===== config.mk =====
export PLATFORM = sky130hd
export DESIGN_NAME = wshb_arbiter_2m
export DESIGN_NICKNAME = d
export VERILOG_FILES = /design/src/rtl/wshb_arbiter_2m.sv
export SDC_FILE = /design/constraint.sdc
export NUM_CORES = 1
export LEC_CHECK = 0
export BUFFER_PORTS_ARGS = -buffer_cell sky130_fd_sc_hd__buf_2
export CORE_AREA = 2 2 130 132
export DETAILED_ROUTE_END_ITERATION = 7
export DIE_AREA = 0 0 132 134
export SETUP_SLACK_MARGIN = 0.3
export SYNTH_ARGS = -nofsm -noshare
export SYNTH_HDL_FRONTEND = slang
export SYNTH_SLANG_ARGS = --single-unit

===== constraint.sdc =====
create_clock -name clk -period 4.7 [get_ports clk]
set_clock_uncertainty 0.2 [all_clocks]
set_input_delay 0.235 -clock clk [delete_from_list [all_inputs] [get_ports clk]]
set_output_delay 0.235 -clock clk [all_outputs]
set_load 0.05 [all_outputs]

===== src/rtl/wshb_arbiter_2m.sv =====
// ============================================================================
// wshb_arbiter_2m : two-master Wishbone arbiter with round-robin/fixed priority
//                   and MAX_BURST ack-boundary preemption.  Rev 1.0
// ============================================================================
`default_nettype none

module wshb_arbiter_2m #(
  parameter int MAX_BURST  = 16,
  parameter bit FIXED_PRIO = 1'b0
) (
  input  logic        clk,
  input  logic        rst_n,
  input  logic        i_m0_cyc,
  input  logic        i_m0_stb,
  input  logic        i_m0_we,
  input  logic [31:0] i_m0_adr,
  input  logic [31:0] i_m0_dat_ms,
  input  logic [3:0]  i_m0_sel,
  input  logic [2:0]  i_m0_cti,
  input  logic [1:0]  i_m0_bte,
  output logic        o_m0_ack,
  output logic [31:0] o_m0_dat_sm,
  input  logic        i_m1_cyc,
  input  logic        i_m1_stb,
  input  logic        i_m1_we,
  input  logic [31:0] i_m1_adr,
  input  logic [31:0] i_m1_dat_ms,
  input  logic [3:0]  i_m1_sel,
  input  logic [2:0]  i_m1_cti,
  input  logic [1:0]  i_m1_bte,
  output logic        o_m1_ack,
  output logic [31:0] o_m1_dat_sm,
  output logic        o_s_cyc,
  output logic        o_s_stb,
  output logic        o_s_we,
  output logic [31:0] o_s_adr,
  output logic [31:0] o_s_dat_ms,
  output logic [3:0]  o_s_sel,
  output logic [2:0]  o_s_cti,
  output logic [1:0]  o_s_bte,
  input  logic        i_s_ack,
  input  logic [31:0] i_s_dat_sm,
  output logic [1:0]  o_owner
);

  localparam int                 c_CNT_W = $clog2(MAX_BURST + 1);
  localparam logic [c_CNT_W-1:0] c_LIM   = c_CNT_W'(MAX_BURST - 1);

  // Encoding doubles as the one-hot owner vector.
  typedef enum logic [1:0] {
    IDLE = 2'b00,
    GNT0 = 2'b01,
    GNT1 = 2'b10
  } state_t;

  state_t             r_state;
  state_t             w_next;
  logic               r_last;   // 1 = M1 was granted most recently
  logic [c_CNT_W-1:0] r_cnt;
  logic [c_CNT_W-1:0] w_cnt_next;
  logic               w_req0;
  logic               w_req1;
  logic               w_own_stb;
  logic               w_ack_cnt;
  logic               w_limit;

  assign w_req0 = i_m0_cyc & i_m0_stb;
  assign w_req1 = i_m1_cyc & i_m1_stb;

  always_comb begin
    w_own_stb = 1'b0;
    case (r_state)
      GNT0:    w_own_stb = i_m0_stb;
      GNT1:    w_own_stb = i_m1_stb;
      default: w_own_stb = 1'b0;
    endcase
  end

  // Acks seen while the owner's stb is low are passed through but not counted.
  assign w_ack_cnt = i_s_ack & w_own_stb;
  assign w_limit   = w_ack_cnt & (r_cnt == c_LIM);

  always_comb begin
    w_next     = r_state;
    w_cnt_next = r_cnt;
    case (r_state)
      IDLE: begin
        if (w_req0 && (!w_req1 || FIXED_PRIO || r_last)) w_next = GNT0;
        else if (w_req1)                                 w_next = GNT1;
      end
      GNT0: begin
        if (!i_m0_cyc)             w_next = w_req1 ? GNT1 : IDLE;
        else if (w_limit && w_req1) w_next = GNT1;
        else if (w_ack_cnt)        w_cnt_next = w_limit ? '0 : r_cnt + c_CNT_W'(1);
      end
      GNT1: begin
        if (!i_m1_cyc)             w_next = w_req0 ? GNT0 : IDLE;
        else if (w_limit && w_req0) w_next = GNT0;
        else if (w_ack_cnt)        w_cnt_next = w_limit ? '0 : r_cnt + c_CNT_W'(1);
      end
      default: w_next = IDLE;
    endcase
    if (w_next != r_state) w_cnt_next = '0;
  end

  always_ff @(posedge clk or negedge rst_n) begin
    if (!rst_n) begin
      r_state <= IDLE;
      r_cnt   <= '0;
      r_last  <= 1'b1;
    end else begin
      r_state <= w_next;
      r_cnt   <= w_cnt_next;
      if (w_next == GNT0)      r_last <= 1'b0;
      else if (w_next == GNT1) r_last <= 1'b1;
    end
  end

  assign o_owner     = r_state;
  assign o_m0_dat_sm = i_s_dat_sm;
  assign o_m1_dat_sm = i_s_dat_sm;

  always_comb begin
    o_s_cyc    = 1'b0;
    o_s_stb    = 1'b0;
    o_s_we     = 1'b0;
    o_s_adr    = '0;
    o_s_dat_ms = '0;
    o_s_sel    = '0;
    o_s_cti    = '0;
    o_s_bte    = '0;
    o_m0_ack   = 1'b0;
    o_m1_ack   = 1'b0;
    case (r_state)
      GNT0: begin
        o_s_cyc    = i_m0_cyc;
        o_s_stb    = i_m0_stb;
        o_s_we     = i_m0_we;
        o_s_adr    = i_m0_adr;
        o_s_dat_ms = i_m0_dat_ms;
        o_s_sel    = i_m0_sel;
        o_s_cti    = i_m0_cti;
        o_s_bte    = i_m0_bte;
        o_m0_ack   = i_s_ack;
      end
      GNT1: begin
        o_s_cyc    = i_m1_cyc;
        o_s_stb    = i_m1_stb;
        o_s_we     = i_m1_we;
        o_s_adr    = i_m1_adr;
        o_s_dat_ms = i_m1_dat_ms;
        o_s_sel    = i_m1_sel;
        o_s_cti    = i_m1_cti;
        o_s_bte    = i_m1_bte;
        o_m1_ack   = i_s_ack;
      end
      default: ;
    endcase
  end

endmodule

`default_nettype wire


==> flow_metrics.py <==
metrics = {
    "synth": {
        "async_reset_ff_share_pct": 100,
        "synthFlopType": "dfrtp_1",
        "synth_nets": 523,
        "synth_top_cell_by_area": "a22oi_1",
        "yosysWarnings": 0,
        "netlist_area_mm2": 0.00245,
        "synth_top_area_share_pct": 22.7,
        "synth_cells": 330,
        "synth_area_leaders": "a22oi_1, buf_4, nor2b_1",
        "ys_seq_area_share_pct": 8.21,
        "synthTopCellsByCount": "a22oi_1, nor2b_1, buf_4",
        "avgSynthCellArea_um2": 7.43,
        "synth-seq-cells": 8,
        "synth_cell_type_count": 48,
        "synth-edff-count": 0,
    },
    "power_and_ir_drop": {
        "p_comb_share_pct": 88.9,
        "power_frac_clock_pct": 6.3,
        "p_leak_uw": 0.00165,
        "swShare_pct": 64.6,
        "cellPowerDensity_mw_per_mm2": 686,
        "sequentialPowerShare_pct": 4.8,
        "p_int_uw": 830,
        "netSwitchingPower_uw": 1510,
        "vdd_drop_max_mv": 0.336,
    },
    "floorplan": {
        "core-area_mm2": 0.0163,
        "dieHeight_um": 134,
        "num_io_pins": 331,
        "die_w_um": 132,
        "rows": 47,
        "design.die.area_mm2": 0.0177,
        "floorplan.initialDensity_pct": 15.1,
    },
    "critical_path": {
        "r2r_slack_ps": 1420,
        "critPathLaunchType": "register",
        "reg2reg_from": "o_owner[0]$_DFF_PN0_",
        "critPathMaxFanout": 81,
        "r2r_cells": 9,
        "crit_required_ps": 4660,
        "critPathKind": "register to register",
        "critPathArrivalTime_ps": 3240,
        "endpoint_kind": "register",
        "regToRegEndpoint": "r_last$_DFFE_PN1P_",
    },
    "grt": {
        "grt.total_usage_pct": 9.60,
        "grt_max_degree": 82,
        "antenna_found_initial": 0,
        "grt_pass1_vias": 2562,
        "grt_pass1_wl_um": 13800,
        "globalRoute.totalOverflow": 0,
    },
    "cts": {
        "cts_tree": "done",
        "path_clk_slew_ps": 40,
        "clk_latency_ps": 230,
        "clock-sinks": 8,
        "root_buffer": "clkbuf_16",
        "clockBufferDepth": 2,
        "cts_setup_buffers": 0,
        "cts_buffers": 3,
        "ctsHtreeMaxLevel": 1,
    },
    "place": {
        "place_ws_ps": 1410,
        "dpl.hpwl_um": 7520,
        "gp_congestion": 0.817,
        "port_buffers": 234,
    },
    "timing": {
        "relSlewSlack_pct": 39.1,
        "fin_crit_ps": 3280,
        "tightest_slew_ps": 913,
        "fmax_mhz": 305,
        "setup_tns_ps": 0,
        "rsz0062_at_grt": "no",
        "maxSlewViolCount": 0,
        "final_hold_viol_count": 0,
        "timing.final.ws_setup_ps": 1420,
        "finalCritPeriodShare_pct": 69.8,
        "setup_viol": 0,
    },
    "drt": {
        "drtPass1Iterations": 5,
        "drtAntennaViolNets": 0,
        "via_count": 2879,
        "drt_iter0_drc": 148,
        "wirelength_um": 9600,
        "drc": 0,
        "avgViaCountPerCell": 4.12,
        "wl_per_cell_um": 13.7,
    },
    "finish": {
        "nFillCells": 1820,
        "area_growth_pct": 39.2,
        "antenna_cells": 0,
        "fin_nets": 672,
        "drive_gt1_share_pct": 55.2,
    },
    "hold_path": {
        "hold_path_class": "primary input to async pin",
    },
    "flow_run": {
        "cap_violations": 0,
    },
    "outcome": {
        "status": "finished, final reports clean",
    },
}
cell usage in the layout (no fill, tap or decap), types with 2 or more instances in the layout:
cell / n
clkbuf_16: 3
a22oi_1: 74
o21ai_0: 5
inv_1: 5
nor2b_1: 74
dfrtp_1: 7
nand2_1: 9
and2_1: 2
nor2_1: 2
buf_4: 2
a21o_1: 3
mux2i_1: 3
or3_1: 2
ha_4: 2
nand3_1: 3
buf_2: 234
ha_1: 3
nor3_2: 4
a21oi_1: 3
a21bo_2: 2
a21oi_2: 2
a211oi_1: 2
o21ai_1: 2
nor4_1: 3
power by group through the flow:
| stage | Clock, uW | Sequential, uW | Combinational, uW |
|---|---|---|---|
| after floorplan | 0 | 131 | 1770 |
| after CTS | 151 | 113 | 2100 |
| final | 148 | 113 | 2080 |
| after global routing | 156 | 116 | 2230 |
| after detailed placement | 0 | 114 | 2100 |
| after global placement | 0 | 113 | 2090 |
through the flow:
| step | power (uW) | utilization (%) | cells | hold WS (ps) | area [um^2] |
|---|---|---|---|---|---|
| floorplan | 1900 | - | 330 | -261 | 2450 |
| global placement | 2200 | 20.4 | 693 | -113 | 3330 |
| detailed placement | 2210 | 20.4 | 693 | -116 | 3330 |
| CTS | 2360 | 21.0 | 698 | 176 | 3410 |
| global route | 2500 | 21.0 | 698 | 223 | 3410 |
| finish | 2340 | 21.0 | 698 | 178 | 3410 |
final cells by class:
cell class / instances / area [um^2] / share of cell area [%]
clock buffers: 4 / 78.8 / 2.31
inverters: 5 / 18.8 / 0.550
multi-input cells: 224 / 1640 / 48.1
flip-flops and latches: 8 / 201 / 5.90
well taps: 220 / 275 / 8.06
repair buffers: 237 / 1200 / 35.0
layer usage:
layer	wire (um)	vias to the layer above	track usage [%]
met5	0	-	0
met4	352	0	3.80
met3	1040	28	2.68
met2	4410	191	16.0
met1	3790	1246	11.7
li1	-	1414	-
worst max path at each step:
stage                              start                  to  slack [ps]  cells after the start
finish              o_owner[0]$_DFF_PN0_  r_last$_DFFE_PN1P_        1420                      9
global route        o_owner[0]$_DFF_PN0_  r_last$_DFFE_PN1P_        1210                      9
CTS                 o_owner[0]$_DFF_PN0_  r_last$_DFFE_PN1P_        1400                      9
detailed placement  o_owner[0]$_DFF_PN0_  r_last$_DFFE_PN1P_        1410                      9
global placement    o_owner[0]$_DFF_PN0_  r_last$_DFFE_PN1P_        1460                      9
floorplan           o_owner[1]$_DFF_PN0_             o_s_cyc        1640                      4
critical path: stages (launching register included):
cell      delay, ps
dfrtp_1         480
inv_1           190
ha_4            760
a22oi_4         150
or3_4           470
a21oi_2         140
a21oi_1          60
o311ai_2        280
ha_1            290
o21ai_0         150
kinds of logic (layout without fill, tap and decap cells):
family                     after synthesis  count (layout)  synth area share [%]
AOI/OAI and AO/OA                      101             101                  31.8
adders and majority gates                6               6                  3.06
and+or+nand+nor                        113             113                  29.4
muxes                                    3               3                  1.22
buffers and inverters                   98             246                  25.9
DFF                                      8               8                  8.21
xor gates and xnor gates                 1               1                 0.357
sequential cells by signal, summed over array words and instances (netlist names):
name     cells
o_owner      2
r_cnt        5
r_last       1
what timing repair did:
item	CTS	global route
hold endpoints to repair	8	0
hold buffers	1	0
setup endpoints to repair	0	0
gates resized for setup	0	0
(Power assumes the default switching activity.)
